**config.mk**
```make
export PLATFORM = sky130hd
export DESIGN_NAME = axi_slave_arbiter_flat
export DESIGN_NICKNAME = d
export VERILOG_FILES = /design/src/rtl/axi_slave_arbiter_if.sv /design/src/rtl/axi_slave_arbiter.sv /design/src/flat_wrapper.sv
export SDC_FILE = /design/constraint.sdc
export NUM_CORES = 1
export LEC_CHECK = 0
export BUFFER_PORTS_ARGS = -buffer_cell sky130_fd_sc_hd__buf_4
export CAP_MARGIN = 40
export CORE_AREA = 10 10 144 146
export CTS_BUF_LIST = sky130_fd_sc_hd__clkbuf_4 sky130_fd_sc_hd__clkbuf_8 sky130_fd_sc_hd__clkbuf_16
export CTS_CLUSTER_DIAMETER = 80
export DETAILED_ROUTE_END_ITERATION = 8
export DIE_AREA = 0 0 154 156
export PLACE_DENSITY = 0.39
export SYNTH_ARGS = -nofsm -noshare
export SYNTH_HDL_FRONTEND = slang
export SYNTH_SLANG_ARGS = --single-unit
```
**constraint.sdc**
```tcl
create_clock -name ACLK -period 5.3 [get_ports ACLK]
set_input_delay 0.795 -clock ACLK [delete_from_list [all_inputs] [get_ports ACLK]]
set_output_delay 0.795 -clock ACLK [all_outputs]
set_load 0.02 [all_outputs]
```
**src/rtl/axi_slave_arbiter_if.sv**
```systemverilog
// axi_slave_arbiter_if: downstream AXI4 bundle between the arbiter and one shared slave
// Parameters: AXI_ID_WIDTH, AXI_DATA_WIDTH, AXI_ADDR_WIDTH.
// Modports: master (arbiter side, drives AW/W/AR and BREADY/RREADY),
//           slave  (shared slave side, drives the READYs and B/R channels).
interface axi_slave_arbiter_if #(
    parameter int AXI_ID_WIDTH   = 1,
    parameter int AXI_DATA_WIDTH = 32,
    parameter int AXI_ADDR_WIDTH = 8
);
    logic [AXI_ID_WIDTH-1:0]     M_AXI_AWID;
    logic [AXI_ADDR_WIDTH-1:0]   M_AXI_AWADDR;
    logic [7:0]                  M_AXI_AWLEN;
    logic [2:0]                  M_AXI_AWSIZE;
    logic [1:0]                  M_AXI_AWBURST;
    logic                        M_AXI_AWVALID;
    logic                        M_AXI_AWREADY;
    logic [AXI_DATA_WIDTH-1:0]   M_AXI_WDATA;
    logic [AXI_DATA_WIDTH/8-1:0] M_AXI_WSTRB;
    logic                        M_AXI_WLAST;
    logic                        M_AXI_WVALID;
    logic                        M_AXI_WREADY;
    logic [AXI_ID_WIDTH-1:0]     M_AXI_BID;
    logic [1:0]                  M_AXI_BRESP;
    logic                        M_AXI_BVALID;
    logic                        M_AXI_BREADY;
    logic [AXI_ID_WIDTH-1:0]     M_AXI_ARID;
    logic [AXI_ADDR_WIDTH-1:0]   M_AXI_ARADDR;
    logic [7:0]                  M_AXI_ARLEN;
    logic [2:0]                  M_AXI_ARSIZE;
    logic [1:0]                  M_AXI_ARBURST;
    logic                        M_AXI_ARVALID;
    logic                        M_AXI_ARREADY;
    logic [AXI_ID_WIDTH-1:0]     M_AXI_RID;
    logic [AXI_DATA_WIDTH-1:0]   M_AXI_RDATA;
    logic [1:0]                  M_AXI_RRESP;
    logic                        M_AXI_RLAST;
    logic                        M_AXI_RVALID;
    logic                        M_AXI_RREADY;

    modport master (
        output M_AXI_AWID, M_AXI_AWADDR, M_AXI_AWLEN, M_AXI_AWSIZE, M_AXI_AWBURST, M_AXI_AWVALID,
        input  M_AXI_AWREADY,
        output M_AXI_WDATA, M_AXI_WSTRB, M_AXI_WLAST, M_AXI_WVALID,
        input  M_AXI_WREADY,
        input  M_AXI_BID, M_AXI_BRESP, M_AXI_BVALID,
        output M_AXI_BREADY,
        output M_AXI_ARID, M_AXI_ARADDR, M_AXI_ARLEN, M_AXI_ARSIZE, M_AXI_ARBURST, M_AXI_ARVALID,
        input  M_AXI_ARREADY,
        input  M_AXI_RID, M_AXI_RDATA, M_AXI_RRESP, M_AXI_RLAST, M_AXI_RVALID,
        output M_AXI_RREADY
    );

    modport slave (
        input  M_AXI_AWID, M_AXI_AWADDR, M_AXI_AWLEN, M_AXI_AWSIZE, M_AXI_AWBURST, M_AXI_AWVALID,
        output M_AXI_AWREADY,
        input  M_AXI_WDATA, M_AXI_WSTRB, M_AXI_WLAST, M_AXI_WVALID,
        output M_AXI_WREADY,
        output M_AXI_BID, M_AXI_BRESP, M_AXI_BVALID,
        input  M_AXI_BREADY,
        input  M_AXI_ARID, M_AXI_ARADDR, M_AXI_ARLEN, M_AXI_ARSIZE, M_AXI_ARBURST, M_AXI_ARVALID,
        output M_AXI_ARREADY,
        output M_AXI_RID, M_AXI_RDATA, M_AXI_RRESP, M_AXI_RLAST, M_AXI_RVALID,
        input  M_AXI_RREADY
    );
endinterface

```
**src/rtl/axi_slave_arbiter.sv**
```systemverilog
// axi_slave_arbiter: N-to-1 AXI4 arbiter placed in front of a shared slave
// Write and read paths each run their own FSM and round-robin grant, one
// outstanding transaction per direction; all forwarding is combinational.
// Ports:
//   ACLK, ARESETN            clock, asynchronous active-low reset
//   S_AXI_{AW,W,AR}CH_*      packed upstream request channels, port i at slice i
//   S_AXI_{B,R}CH_*          packed upstream response channels (broadcast data)
//   m_axi                    downstream AXI4 bundle (axi_slave_arbiter_if.master)
// Build option: define AXI_ARB_FIXED_PRIO_EN for fixed priority (lowest index wins).
module axi_slave_arbiter #(
    parameter int AXI_ID_WIDTH     = 1,
    parameter int AXI_DATA_WIDTH   = 32,
    parameter int AXI_ADDR_WIDTH   = 8,
    parameter int AXI_MASTER_PORT  = 2,
    parameter int AXI_AWCHAN_WIDTH = AXI_ID_WIDTH + AXI_ADDR_WIDTH + 13,
    parameter int AXI_ARCHAN_WIDTH = AXI_ID_WIDTH + AXI_ADDR_WIDTH + 13,
    parameter int AXI_WDCHAN_WIDTH = AXI_DATA_WIDTH + AXI_DATA_WIDTH / 8 + 1,
    parameter int AXI_WBCHAN_WIDTH = AXI_ID_WIDTH + 2,
    parameter int AXI_RDCHAN_WIDTH = AXI_ID_WIDTH + AXI_DATA_WIDTH + 3
) (
    input  logic                                         ACLK,
    input  logic                                         ARESETN,
    input  logic [AXI_AWCHAN_WIDTH*AXI_MASTER_PORT-1:0] S_AXI_AWCH_i,
    input  logic [AXI_MASTER_PORT-1:0]                  S_AXI_AWCH_VALID_i,
    output logic [AXI_MASTER_PORT-1:0]                  S_AXI_AWCH_READY_o,
    input  logic [AXI_WDCHAN_WIDTH*AXI_MASTER_PORT-1:0] S_AXI_WCH_i,
    input  logic [AXI_MASTER_PORT-1:0]                  S_AXI_WCH_VALID_i,
    output logic [AXI_MASTER_PORT-1:0]                  S_AXI_WCH_READY_o,
    output logic [AXI_WBCHAN_WIDTH*AXI_MASTER_PORT-1:0] S_AXI_BCH_o,
    output logic [AXI_MASTER_PORT-1:0]                  S_AXI_BCH_VALID_o,
    input  logic [AXI_MASTER_PORT-1:0]                  S_AXI_BCH_READY_i,
    input  logic [AXI_ARCHAN_WIDTH*AXI_MASTER_PORT-1:0] S_AXI_ARCH_i,
    input  logic [AXI_MASTER_PORT-1:0]                  S_AXI_ARCH_VALID_i,
    output logic [AXI_MASTER_PORT-1:0]                  S_AXI_ARCH_READY_o,
    output logic [AXI_RDCHAN_WIDTH*AXI_MASTER_PORT-1:0] S_AXI_RCH_o,
    output logic [AXI_MASTER_PORT-1:0]                  S_AXI_RCH_VALID_o,
    input  logic [AXI_MASTER_PORT-1:0]                  S_AXI_RCH_READY_i,
    axi_slave_arbiter_if.master                          m_axi
);
    localparam int N   = AXI_MASTER_PORT;
    localparam int PW  = (N > 1) ? $clog2(N) : 1;
    localparam int AWC = AXI_AWCHAN_WIDTH;
    localparam int ARC = AXI_ARCHAN_WIDTH;
    localparam int WDC = AXI_WDCHAN_WIDTH;

    typedef enum logic [1:0] {W_IDLE, W_ADDR, W_DATA, W_RESP} w_state_t;
    typedef enum logic [1:0] {R_IDLE, R_ADDR, R_DATA} r_state_t;

    w_state_t       w_st, w_nst;
    r_state_t       r_st, r_nst;
    logic [PW-1:0]  w_idx, r_idx;
    logic [PW-1:0]  w_pick, r_pick;
    logic [PW-1:0]  w_sel, r_sel;
    logic [AWC-1:0] aw_s;
    logic [WDC-1:0] w_s;
    logic [ARC-1:0] ar_s;

    // Returns the winning port index; "last" is returned when nothing requests.
    function automatic logic [PW-1:0] pick(input logic [N-1:0] req, input logic [PW-1:0] last);
        logic [PW-1:0] p;
        p = last;
`ifdef AXI_ARB_FIXED_PRIO_EN
        for (int k = N - 1; k >= 0; k--)
            if (req[k]) p = PW'(k);
`else
        // Scan backwards so the port right after "last" is written last and wins.
        for (int k = N; k >= 1; k--)
            if (req[(int'(last) + k) % N]) p = PW'((int'(last) + k) % N);
`endif
        return p;
    endfunction

    // w_idx/r_idx hold the active grant and double as the round-robin pointer.
    // Outside a transaction the muxes fall back to slice 0.
    assign w_sel  = (w_st == W_IDLE) ? '0 : w_idx;
    assign r_sel  = (r_st == R_IDLE) ? '0 : r_idx;
    assign aw_s   = S_AXI_AWCH_i[w_sel*AWC +: AWC];
    assign w_s    = S_AXI_WCH_i[w_sel*WDC +: WDC];
    assign ar_s   = S_AXI_ARCH_i[r_sel*ARC +: ARC];
    assign w_pick = pick(S_AXI_AWCH_VALID_i, w_idx);
    assign r_pick = pick(S_AXI_ARCH_VALID_i, r_idx);

    always_ff @(posedge ACLK or negedge ARESETN) begin
        if (!ARESETN) begin
            w_st  <= W_IDLE;
            r_st  <= R_IDLE;
            w_idx <= PW'(N - 1);
            r_idx <= PW'(N - 1);
        end else begin
            w_st <= w_nst;
            r_st <= r_nst;
            if (w_st == W_IDLE) w_idx <= w_pick;
            if (r_st == R_IDLE) r_idx <= r_pick;
        end
    end

    always_comb begin
        w_nst = w_st;
        r_nst = r_st;
        case (w_st)
            W_IDLE:  if (|S_AXI_AWCH_VALID_i) w_nst = W_ADDR;
            W_ADDR:  if (S_AXI_AWCH_VALID_i[w_idx] && m_axi.M_AXI_AWREADY) w_nst = W_DATA;
            W_DATA:  if (S_AXI_WCH_VALID_i[w_idx] && m_axi.M_AXI_WREADY && w_s[0]) w_nst = W_RESP;
            W_RESP:  if (m_axi.M_AXI_BVALID && S_AXI_BCH_READY_i[w_idx]) w_nst = W_IDLE;
            default: w_nst = W_IDLE;
        endcase
        case (r_st)
            R_IDLE:  if (|S_AXI_ARCH_VALID_i) r_nst = R_ADDR;
            R_ADDR:  if (S_AXI_ARCH_VALID_i[r_idx] && m_axi.M_AXI_ARREADY) r_nst = R_DATA;
            R_DATA:  if (m_axi.M_AXI_RVALID && S_AXI_RCH_READY_i[r_idx] && m_axi.M_AXI_RLAST) r_nst = R_IDLE;
            default: r_nst = R_IDLE;
        endcase
    end

    always_comb begin
        {m_axi.M_AXI_AWID, m_axi.M_AXI_AWLEN, m_axi.M_AXI_AWSIZE, m_axi.M_AXI_AWBURST, m_axi.M_AXI_AWADDR} = aw_s;
        {m_axi.M_AXI_WDATA, m_axi.M_AXI_WSTRB, m_axi.M_AXI_WLAST} = w_s;
        {m_axi.M_AXI_ARID, m_axi.M_AXI_ARLEN, m_axi.M_AXI_ARSIZE, m_axi.M_AXI_ARBURST, m_axi.M_AXI_ARADDR} = ar_s;
        m_axi.M_AXI_AWVALID = (w_st == W_ADDR) && S_AXI_AWCH_VALID_i[w_idx];
        m_axi.M_AXI_WVALID  = (w_st == W_DATA) && S_AXI_WCH_VALID_i[w_idx];
        m_axi.M_AXI_BREADY  = (w_st == W_RESP) && S_AXI_BCH_READY_i[w_idx];
        m_axi.M_AXI_ARVALID = (r_st == R_ADDR) && S_AXI_ARCH_VALID_i[r_idx];
        m_axi.M_AXI_RREADY  = (r_st == R_DATA) && S_AXI_RCH_READY_i[r_idx];
        S_AXI_AWCH_READY_o = '0;
        S_AXI_WCH_READY_o  = '0;
        S_AXI_BCH_VALID_o  = '0;
        S_AXI_ARCH_READY_o = '0;
        S_AXI_RCH_VALID_o  = '0;
        S_AXI_AWCH_READY_o[w_idx] = (w_st == W_ADDR) && m_axi.M_AXI_AWREADY;
        S_AXI_WCH_READY_o[w_idx]  = (w_st == W_DATA) && m_axi.M_AXI_WREADY;
        S_AXI_BCH_VALID_o[w_idx]  = (w_st == W_RESP) && m_axi.M_AXI_BVALID;
        S_AXI_ARCH_READY_o[r_idx] = (r_st == R_ADDR) && m_axi.M_AXI_ARREADY;
        S_AXI_RCH_VALID_o[r_idx]  = (r_st == R_DATA) && m_axi.M_AXI_RVALID;
        S_AXI_BCH_o = {N{m_axi.M_AXI_BRESP, m_axi.M_AXI_BID}};
        S_AXI_RCH_o = {N{m_axi.M_AXI_RDATA, m_axi.M_AXI_RRESP, m_axi.M_AXI_RLAST, m_axi.M_AXI_RID}};
    end
endmodule
```
**src/flat_wrapper.sv**
```systemverilog
// flat-port wrapper written by rule: the top's interface ports become plain ports
module axi_slave_arbiter_flat 
#(
    parameter int AXI_ID_WIDTH     = 1,
    parameter int AXI_DATA_WIDTH   = 32,
    parameter int AXI_ADDR_WIDTH   = 8,
    parameter int AXI_MASTER_PORT  = 2,
    parameter int AXI_AWCHAN_WIDTH = AXI_ID_WIDTH + AXI_ADDR_WIDTH + 13,
    parameter int AXI_ARCHAN_WIDTH = AXI_ID_WIDTH + AXI_ADDR_WIDTH + 13,
    parameter int AXI_WDCHAN_WIDTH = AXI_DATA_WIDTH + AXI_DATA_WIDTH / 8 + 1,
    parameter int AXI_WBCHAN_WIDTH = AXI_ID_WIDTH + 2,
    parameter int AXI_RDCHAN_WIDTH = AXI_ID_WIDTH + AXI_DATA_WIDTH + 3
)
  (ACLK, ARESETN, S_AXI_AWCH_i, S_AXI_AWCH_VALID_i, S_AXI_AWCH_READY_o, S_AXI_WCH_i, S_AXI_WCH_VALID_i, S_AXI_WCH_READY_o, S_AXI_BCH_o, S_AXI_BCH_VALID_o, S_AXI_BCH_READY_i, S_AXI_ARCH_i, S_AXI_ARCH_VALID_i, S_AXI_ARCH_READY_o, S_AXI_RCH_o, S_AXI_RCH_VALID_o, S_AXI_RCH_READY_i, m_axi_M_AXI_AWID, m_axi_M_AXI_AWADDR, m_axi_M_AXI_AWLEN, m_axi_M_AXI_AWSIZE, m_axi_M_AXI_AWBURST, m_axi_M_AXI_AWVALID, m_axi_M_AXI_AWREADY, m_axi_M_AXI_WDATA, m_axi_M_AXI_WSTRB, m_axi_M_AXI_WLAST, m_axi_M_AXI_WVALID, m_axi_M_AXI_WREADY, m_axi_M_AXI_BID, m_axi_M_AXI_BRESP, m_axi_M_AXI_BVALID, m_axi_M_AXI_BREADY, m_axi_M_AXI_ARID, m_axi_M_AXI_ARADDR, m_axi_M_AXI_ARLEN, m_axi_M_AXI_ARSIZE, m_axi_M_AXI_ARBURST, m_axi_M_AXI_ARVALID, m_axi_M_AXI_ARREADY, m_axi_M_AXI_RID, m_axi_M_AXI_RDATA, m_axi_M_AXI_RRESP, m_axi_M_AXI_RLAST, m_axi_M_AXI_RVALID, m_axi_M_AXI_RREADY);
  axi_slave_arbiter_if #(.AXI_ID_WIDTH(AXI_ID_WIDTH), .AXI_DATA_WIDTH(AXI_DATA_WIDTH), .AXI_ADDR_WIDTH(AXI_ADDR_WIDTH)) m_axi_i ();
  input  logic ACLK;
  input  logic ARESETN;
  input  logic [AXI_AWCHAN_WIDTH*AXI_MASTER_PORT-1:0] S_AXI_AWCH_i;
  input  logic [AXI_MASTER_PORT-1:0] S_AXI_AWCH_VALID_i;
  output logic [AXI_MASTER_PORT-1:0] S_AXI_AWCH_READY_o;
  input  logic [AXI_WDCHAN_WIDTH*AXI_MASTER_PORT-1:0] S_AXI_WCH_i;
  input  logic [AXI_MASTER_PORT-1:0] S_AXI_WCH_VALID_i;
  output logic [AXI_MASTER_PORT-1:0] S_AXI_WCH_READY_o;
  output logic [AXI_WBCHAN_WIDTH*AXI_MASTER_PORT-1:0] S_AXI_BCH_o;
  output logic [AXI_MASTER_PORT-1:0] S_AXI_BCH_VALID_o;
  input  logic [AXI_MASTER_PORT-1:0] S_AXI_BCH_READY_i;
  input  logic [AXI_ARCHAN_WIDTH*AXI_MASTER_PORT-1:0] S_AXI_ARCH_i;
  input  logic [AXI_MASTER_PORT-1:0] S_AXI_ARCH_VALID_i;
  output logic [AXI_MASTER_PORT-1:0] S_AXI_ARCH_READY_o;
  output logic [AXI_RDCHAN_WIDTH*AXI_MASTER_PORT-1:0] S_AXI_RCH_o;
  output logic [AXI_MASTER_PORT-1:0] S_AXI_RCH_VALID_o;
  input  logic [AXI_MASTER_PORT-1:0] S_AXI_RCH_READY_i;
  output wire logic [$bits(m_axi_i.M_AXI_AWID)-1:0] m_axi_M_AXI_AWID;
  output wire logic [$bits(m_axi_i.M_AXI_AWADDR)-1:0] m_axi_M_AXI_AWADDR;
  output wire logic [$bits(m_axi_i.M_AXI_AWLEN)-1:0] m_axi_M_AXI_AWLEN;
  output wire logic [$bits(m_axi_i.M_AXI_AWSIZE)-1:0] m_axi_M_AXI_AWSIZE;
  output wire logic [$bits(m_axi_i.M_AXI_AWBURST)-1:0] m_axi_M_AXI_AWBURST;
  output wire logic [$bits(m_axi_i.M_AXI_AWVALID)-1:0] m_axi_M_AXI_AWVALID;
  input wire logic [$bits(m_axi_i.M_AXI_AWREADY)-1:0] m_axi_M_AXI_AWREADY;
  output wire logic [$bits(m_axi_i.M_AXI_WDATA)-1:0] m_axi_M_AXI_WDATA;
  output wire logic [$bits(m_axi_i.M_AXI_WSTRB)-1:0] m_axi_M_AXI_WSTRB;
  output wire logic [$bits(m_axi_i.M_AXI_WLAST)-1:0] m_axi_M_AXI_WLAST;
  output wire logic [$bits(m_axi_i.M_AXI_WVALID)-1:0] m_axi_M_AXI_WVALID;
  input wire logic [$bits(m_axi_i.M_AXI_WREADY)-1:0] m_axi_M_AXI_WREADY;
  input wire logic [$bits(m_axi_i.M_AXI_BID)-1:0] m_axi_M_AXI_BID;
  input wire logic [$bits(m_axi_i.M_AXI_BRESP)-1:0] m_axi_M_AXI_BRESP;
  input wire logic [$bits(m_axi_i.M_AXI_BVALID)-1:0] m_axi_M_AXI_BVALID;
  output wire logic [$bits(m_axi_i.M_AXI_BREADY)-1:0] m_axi_M_AXI_BREADY;
  output wire logic [$bits(m_axi_i.M_AXI_ARID)-1:0] m_axi_M_AXI_ARID;
  output wire logic [$bits(m_axi_i.M_AXI_ARADDR)-1:0] m_axi_M_AXI_ARADDR;
  output wire logic [$bits(m_axi_i.M_AXI_ARLEN)-1:0] m_axi_M_AXI_ARLEN;
  output wire logic [$bits(m_axi_i.M_AXI_ARSIZE)-1:0] m_axi_M_AXI_ARSIZE;
  output wire logic [$bits(m_axi_i.M_AXI_ARBURST)-1:0] m_axi_M_AXI_ARBURST;
  output wire logic [$bits(m_axi_i.M_AXI_ARVALID)-1:0] m_axi_M_AXI_ARVALID;
  input wire logic [$bits(m_axi_i.M_AXI_ARREADY)-1:0] m_axi_M_AXI_ARREADY;
  input wire logic [$bits(m_axi_i.M_AXI_RID)-1:0] m_axi_M_AXI_RID;
  input wire logic [$bits(m_axi_i.M_AXI_RDATA)-1:0] m_axi_M_AXI_RDATA;
  input wire logic [$bits(m_axi_i.M_AXI_RRESP)-1:0] m_axi_M_AXI_RRESP;
  input wire logic [$bits(m_axi_i.M_AXI_RLAST)-1:0] m_axi_M_AXI_RLAST;
  input wire logic [$bits(m_axi_i.M_AXI_RVALID)-1:0] m_axi_M_AXI_RVALID;
  output wire logic [$bits(m_axi_i.M_AXI_RREADY)-1:0] m_axi_M_AXI_RREADY;
  assign m_axi_M_AXI_AWID = m_axi_i.M_AXI_AWID;
  assign m_axi_M_AXI_AWADDR = m_axi_i.M_AXI_AWADDR;
  assign m_axi_M_AXI_AWLEN = m_axi_i.M_AXI_AWLEN;
  assign m_axi_M_AXI_AWSIZE = m_axi_i.M_AXI_AWSIZE;
  assign m_axi_M_AXI_AWBURST = m_axi_i.M_AXI_AWBURST;
  assign m_axi_M_AXI_AWVALID = m_axi_i.M_AXI_AWVALID;
  assign m_axi_i.M_AXI_AWREADY = m_axi_M_AXI_AWREADY;
  assign m_axi_M_AXI_WDATA = m_axi_i.M_AXI_WDATA;
  assign m_axi_M_AXI_WSTRB = m_axi_i.M_AXI_WSTRB;
  assign m_axi_M_AXI_WLAST = m_axi_i.M_AXI_WLAST;
  assign m_axi_M_AXI_WVALID = m_axi_i.M_AXI_WVALID;
  assign m_axi_i.M_AXI_WREADY = m_axi_M_AXI_WREADY;
  assign m_axi_i.M_AXI_BID = m_axi_M_AXI_BID;
  assign m_axi_i.M_AXI_BRESP = m_axi_M_AXI_BRESP;
  assign m_axi_i.M_AXI_BVALID = m_axi_M_AXI_BVALID;
  assign m_axi_M_AXI_BREADY = m_axi_i.M_AXI_BREADY;
  assign m_axi_M_AXI_ARID = m_axi_i.M_AXI_ARID;
  assign m_axi_M_AXI_ARADDR = m_axi_i.M_AXI_ARADDR;
  assign m_axi_M_AXI_ARLEN = m_axi_i.M_AXI_ARLEN;
  assign m_axi_M_AXI_ARSIZE = m_axi_i.M_AXI_ARSIZE;
  assign m_axi_M_AXI_ARBURST = m_axi_i.M_AXI_ARBURST;
  assign m_axi_M_AXI_ARVALID = m_axi_i.M_AXI_ARVALID;
  assign m_axi_i.M_AXI_ARREADY = m_axi_M_AXI_ARREADY;
  assign m_axi_i.M_AXI_RID = m_axi_M_AXI_RID;
  assign m_axi_i.M_AXI_RDATA = m_axi_M_AXI_RDATA;
  assign m_axi_i.M_AXI_RRESP = m_axi_M_AXI_RRESP;
  assign m_axi_i.M_AXI_RLAST = m_axi_M_AXI_RLAST;
  assign m_axi_i.M_AXI_RVALID = m_axi_M_AXI_RVALID;
  assign m_axi_M_AXI_RREADY = m_axi_i.M_AXI_RREADY;
  axi_slave_arbiter #(.AXI_ID_WIDTH(AXI_ID_WIDTH), .AXI_DATA_WIDTH(AXI_DATA_WIDTH), .AXI_ADDR_WIDTH(AXI_ADDR_WIDTH), .AXI_MASTER_PORT(AXI_MASTER_PORT), .AXI_AWCHAN_WIDTH(AXI_AWCHAN_WIDTH), .AXI_ARCHAN_WIDTH(AXI_ARCHAN_WIDTH), .AXI_WDCHAN_WIDTH(AXI_WDCHAN_WIDTH), .AXI_WBCHAN_WIDTH(AXI_WBCHAN_WIDTH), .AXI_RDCHAN_WIDTH(AXI_RDCHAN_WIDTH)) u_core (.ACLK(ACLK), .ARESETN(ARESETN), .S_AXI_AWCH_i(S_AXI_AWCH_i), .S_AXI_AWCH_VALID_i(S_AXI_AWCH_VALID_i), .S_AXI_AWCH_READY_o(S_AXI_AWCH_READY_o), .S_AXI_WCH_i(S_AXI_WCH_i), .S_AXI_WCH_VALID_i(S_AXI_WCH_VALID_i), .S_AXI_WCH_READY_o(S_AXI_WCH_READY_o), .S_AXI_BCH_o(S_AXI_BCH_o), .S_AXI_BCH_VALID_o(S_AXI_BCH_VALID_o), .S_AXI_BCH_READY_i(S_AXI_BCH_READY_i), .S_AXI_ARCH_i(S_AXI_ARCH_i), .S_AXI_ARCH_VALID_i(S_AXI_ARCH_VALID_i), .S_AXI_ARCH_READY_o(S_AXI_ARCH_READY_o), .S_AXI_RCH_o(S_AXI_RCH_o), .S_AXI_RCH_VALID_o(S_AXI_RCH_VALID_o), .S_AXI_RCH_READY_i(S_AXI_RCH_READY_i), .m_axi(m_axi_i));
endmodule
```
* Yosys cells after proc, flatten, opt, wreduce, memory -nomap -nowiden
Cells that the tools add are included.
Word-level totals: register bits after elaboration 6, input bits 218, logic and storage cells 113
Cells by class: add/sub/neg operators 4, multiply operators 3, $lt $le $gt $ge 8, equal/unequal tests 12, shift operators 3, mux-type cells 41, bitwise gates (word level) 9, reductions and logical operators 29
Operator list (number):
- $shiftx A44 B7 Y22 | 2
- $shiftx A74 B8 Y37 | 1
- $mux W1 | 30
- $logic_and A1 B1 Y1 | 19
- $mux W2 | 7
- $lt A2 B3 Y1 const B | 4
- $and A2 B2 Y2 | 5
- $mul A1 B4 Y5 const B | 2
- $ne A2 B1 Y1 const B | 5
- $pmux W2 S4 | 1
- $mul A1 B6 Y7 const B | 1
- $eq A2 B2 Y1 const B | 3
- $pmux W2 S3 | 1
- $add A1 B1 Y1 const B | 4
- $and A1 B1 Y1 const A | 4
- $eq A2 B1 Y1 const B | 2
- $logic_not A2 Y1 | 2
- $lt A1 B2 Y1 const B | 2
- $ne A2 B2 Y1 const B | 2
- $reduce_and A2 Y1 | 2
- $reduce_and A4 Y1 | 1
- $reduce_bool A2 Y1 | 2
- $reduce_or A2 Y1 | 2
- $reduce_and A3 Y1 | 1
- 2 further kinds | 4

* Depth between registers and ports, before layout
depth in word-level cells 7, mapped depth 8

* Least setup slack after synthesis
No wires, ideal clock.
path kind register to output, from register u_core.w_st[0], to output port m_axi_M_AXI_AWADDR[3], data arrival time 1761 ps, required time 4505 ps, slack 2744 ps, cell stages (with the launch flop) 8, cells stage by stage dfrtp_1 inv_1 ha_1 nand2b_1 buf_2 buf_2 buf_2 mux2_1
On the way: longest elaborated chain between the ends 4
Ends and longest elaborated chain:
- start: declaration | RTL line axi_slave_arbiter.sv:49 | w_state_t w_st, w_nst;
- start signal: assignment | RTL line axi_slave_arbiter.sv:90 | w_st <= w_nst;
- $logic_not A2 Y1 | RTL line axi_slave_arbiter.sv:75 | assign w_sel = (w_st == W_IDLE) ? '0 : w_idx;
- $mux W1 | RTL line axi_slave_arbiter.sv:75
- $mul A1 B4 Y5 | RTL line axi_slave_arbiter.sv:77 | assign aw_s = S_AXI_AWCH_i[w_sel*AWC +: AWC];
- $shiftx A44 B7 Y22 | RTL line axi_slave_arbiter.sv:77
- end: declaration | RTL line flat_wrapper.sv:34 | output wire logic [$bits(m_axi_i.M_AXI_AWADDR)-1:0] m_axi_M_AXI_AWADDR;
Every way passes these cells.

* Worst setup path after layout
from register u_core.w_st[0], to output port m_axi_M_AXI_WDATA[29]
On the way: longest elaborated chain between the ends 4
Ends and longest elaborated chain:
- $logic_not A2 Y1 | RTL line axi_slave_arbiter.sv:75
- $mux W1 | RTL line axi_slave_arbiter.sv:75
- $mul A1 B6 Y7 | RTL line axi_slave_arbiter.sv:78 | assign w_s = S_AXI_WCH_i[w_sel*WDC +: WDC];
- $shiftx A74 B8 Y37 | RTL line axi_slave_arbiter.sv:78
- end: declaration | RTL line flat_wrapper.sv:40 | output wire logic [$bits(m_axi_i.M_AXI_WDATA)-1:0] m_axi_M_AXI_WDATA;
Every way passes these cells.

==> qor.yml <==
status: "complete, no violations"
cts-hold-fix-buffers: 0
diodes: 0
yosys_warnings: 0
ant_nets: 0
fill_cells: 1985
yosysSeqAreaShare_pct: 7.271
synth_ff_type: "dfrtp_1"
hold_class: "in -> async"
setup_viol: 0
wl_mm: 12.00
synth_top_family_by_area: "multiplexers"
dpl_cell_area_um2: 3847
setup_tns_ns: 0
dpl.hpwl_mm: 11.03
drc: 0
crit_required_ns: 4.51
via_per_inst: 3.542
critPathCaptureType: "primary output"
cts_setup_buffers: 0
num_rows: 49
power.density_nw_per_um2: 476.8
dr.first_iter.drc_count: 69
io_buffers: 277
clockBufferDepth: 2
grt_pass1_vias: 2597
irDropWorstVdd_v: 0.0001829
cts_resized: 0
die_h_um: 156
hold_viol: 0
relSlewSlack_pct: 48.21
cts_buffers: 3
multiInputGateArea_um2: 1287
cts.sink_count: 6
start_util_pct: 11.77
finalCriticalPeriod_ns: 3.122
maxSlewViolCount: 0
syn_to_final_growth_pct: 86.83
regArea_um2: 152.6
synth.area.top_cells: "mux2_2 32%, buf_4 28%, mux2_1 11%, dfrtp_1 4.8%, ha_1 3.0%"
dieWidth_um: 154
wire_per_inst_um: 18.38
synth_top_area_cell: "mux2_2"
drive_gt1_share_pct: 82.08
synthArstFlopShare_pct: 100.0
yosys.area_share.simple_pct: 7.032
finClkSkew_ns: 0.0001191
tightest_slew_ns: 0.7769
layout_commonest_cell: "buf_4"
worstSetupPathType: "reg -> out"
cts_tree: "built"
rsz0062_at_grt: "false"
crit_path_start_kind: "flip-flop"
grt_pass1_wl_mm: 16.68
synthCells: 233
grt_usage_pct: 8.802
finalInstanceArea_um2: 3923
ys_ff_latch: 6
syn_nets: 456
root_buffer: "clkbuf_16"
die-area_um2: 24020
synthAdderAreaFrac_pct: 2.980
via_count: 2313
worstPathArrival_ns: 2.33
mostFrequentLayoutCells: "278 x buf_4, 60 x mux2_2, 21 x mux2_1"
insertion_delay_ns: 0.22
post-place-ws_ns: 2.381
synth_xor_area_share_pct: 0
finalWeightedCongestion: 0.8559
synth_edf_count: 0
nNetsFinal: 649
cts.clk_slew.worst_paths_ns: 0.03
synth_cell_types: 32
grt_max_degree: 60
p_leak_uw: 0.001972
drtPass1Iterations: 4
fmax_mhz: 320.4
synth-compound-area-share_pct: 4.231
antenna_found_initial: 0
io_pins: 392
cp_max_fo: 59
muxShareOfSynthArea_pct: 46.78
core-area_um2: 17840
h-tree-depth: 1
syn_area_per_cell_um2: 9.011
drv_cap: 0
period_share_pct: 58.90
syn_area_um2: 2100
worst_slack_ns: 2.178
grt_overflow: 0
synth_top_area_share_pct: 32.18
-- sequential cells by signal, summed over array words and instances, names as in the netlist --
| name | count |
|---|---|
| u_core.w_idx | 1 |
| u_core.r_idx | 1 |
| u_core.w_st | 2 |
| u_core.r_st | 2 |
-- cells in the mapped netlist, drive strengths merged, types with 4 or more instances --
cell	instances
ha	5
buf	88
nand2	5
nor2	4
inv	5
mux2i	4
dfrtp	4
o21ai	4
mux2	83
-- cell families (layout without fill, tap and decap cells) --
| family | count (synthesis) | after routing |
|---|---|---|
| buffers and inverters | 96 | 287 |
| multiplexers | 87 | 87 |
| AND/OR/NAND/NOR | 25 | 25 |
| AO/OA/AOI/OAI | 14 | 14 |
| flip-flops | 6 | 6 |
| adder cells (fa/ha/maj) | 5 | 5 |
-- per-layer routing --
layer / vias up / GRT usage [%] / wire [µm]
met2: 147 / 16.54 / 6610
li1: 1115 / - / -
met4: 0 / 1.395 / 69
met5: - / 0 / 0
met3: 10 / 3.557 / 1089
met1: 1041 / 9.084 / 4235
-- report_power, final --
| part | switching, µW | internal [µW] |
|---|---|---|
| Combinational | 819 | 797 |
| Clock | 22.9 | 96.6 |
| Sequential | 57.8 | 76.7 |
| Total | 899 | 971 |
-- metrics by stage --
| step | instances | util [%] | power, µW | hold WS, ns |
|---|---|---|---|---|
| 2_1_floorplan | 233 | - | 1195 | 0.4994 |
| 5_1_grt | 653 | 21.99 | 1992 | 0.3776 |
| 3_3_place_gp | 649 | 21.48 | 1760 | 0.5531 |
| 6_report | 653 | 21.99 | 1870 | 0.3782 |
| 3_5_place_dp | 650 | 21.57 | 1783 | 0.5708 |
| 4_1_cts | 653 | 21.99 | 1913 | 0.3786 |
-- critical path, cell delays in order (launching register included) --
cell and delay [ns]:
dfrtp_1 0.40, inv_1 0.12, ha_1 0.22, nand2b_2 0.13, buf_4 0.57, mux2_2 0.43, buf_4 0.16
-- worst paths after layout --
path / from / end / slack, ns / cells past startpoint
worst max register to register: u_core.w_st[0] / u_core.w_st[1] / 2.61 / 8
worst min-delay path: ARESETN / u_core.r_st[0] / 0.38 / 1
max in group asynchronous: ARESETN / u_core.w_idx / 4.71 / 1
worst min register to register: u_core.w_st[0] / u_core.w_st[0] / 0.57 / 1
worst max-delay path: u_core.w_st[0] / m_axi_M_AXI_WDATA[29] / 2.18 / 6
min in group ACLK: u_core.w_st[0] / u_core.w_st[0] / 0.57 / 1
-- area by class of cell --
cell class	count	area share, %
clock buffers	3	1.914
inverters	5	0.4785
multi-input cells	131	32.82
flip-flops and latches	6	3.892
well taps	229	7.305
repair buffers	279	53.59
No activity file was read; power rests on OpenSTA's default activity.
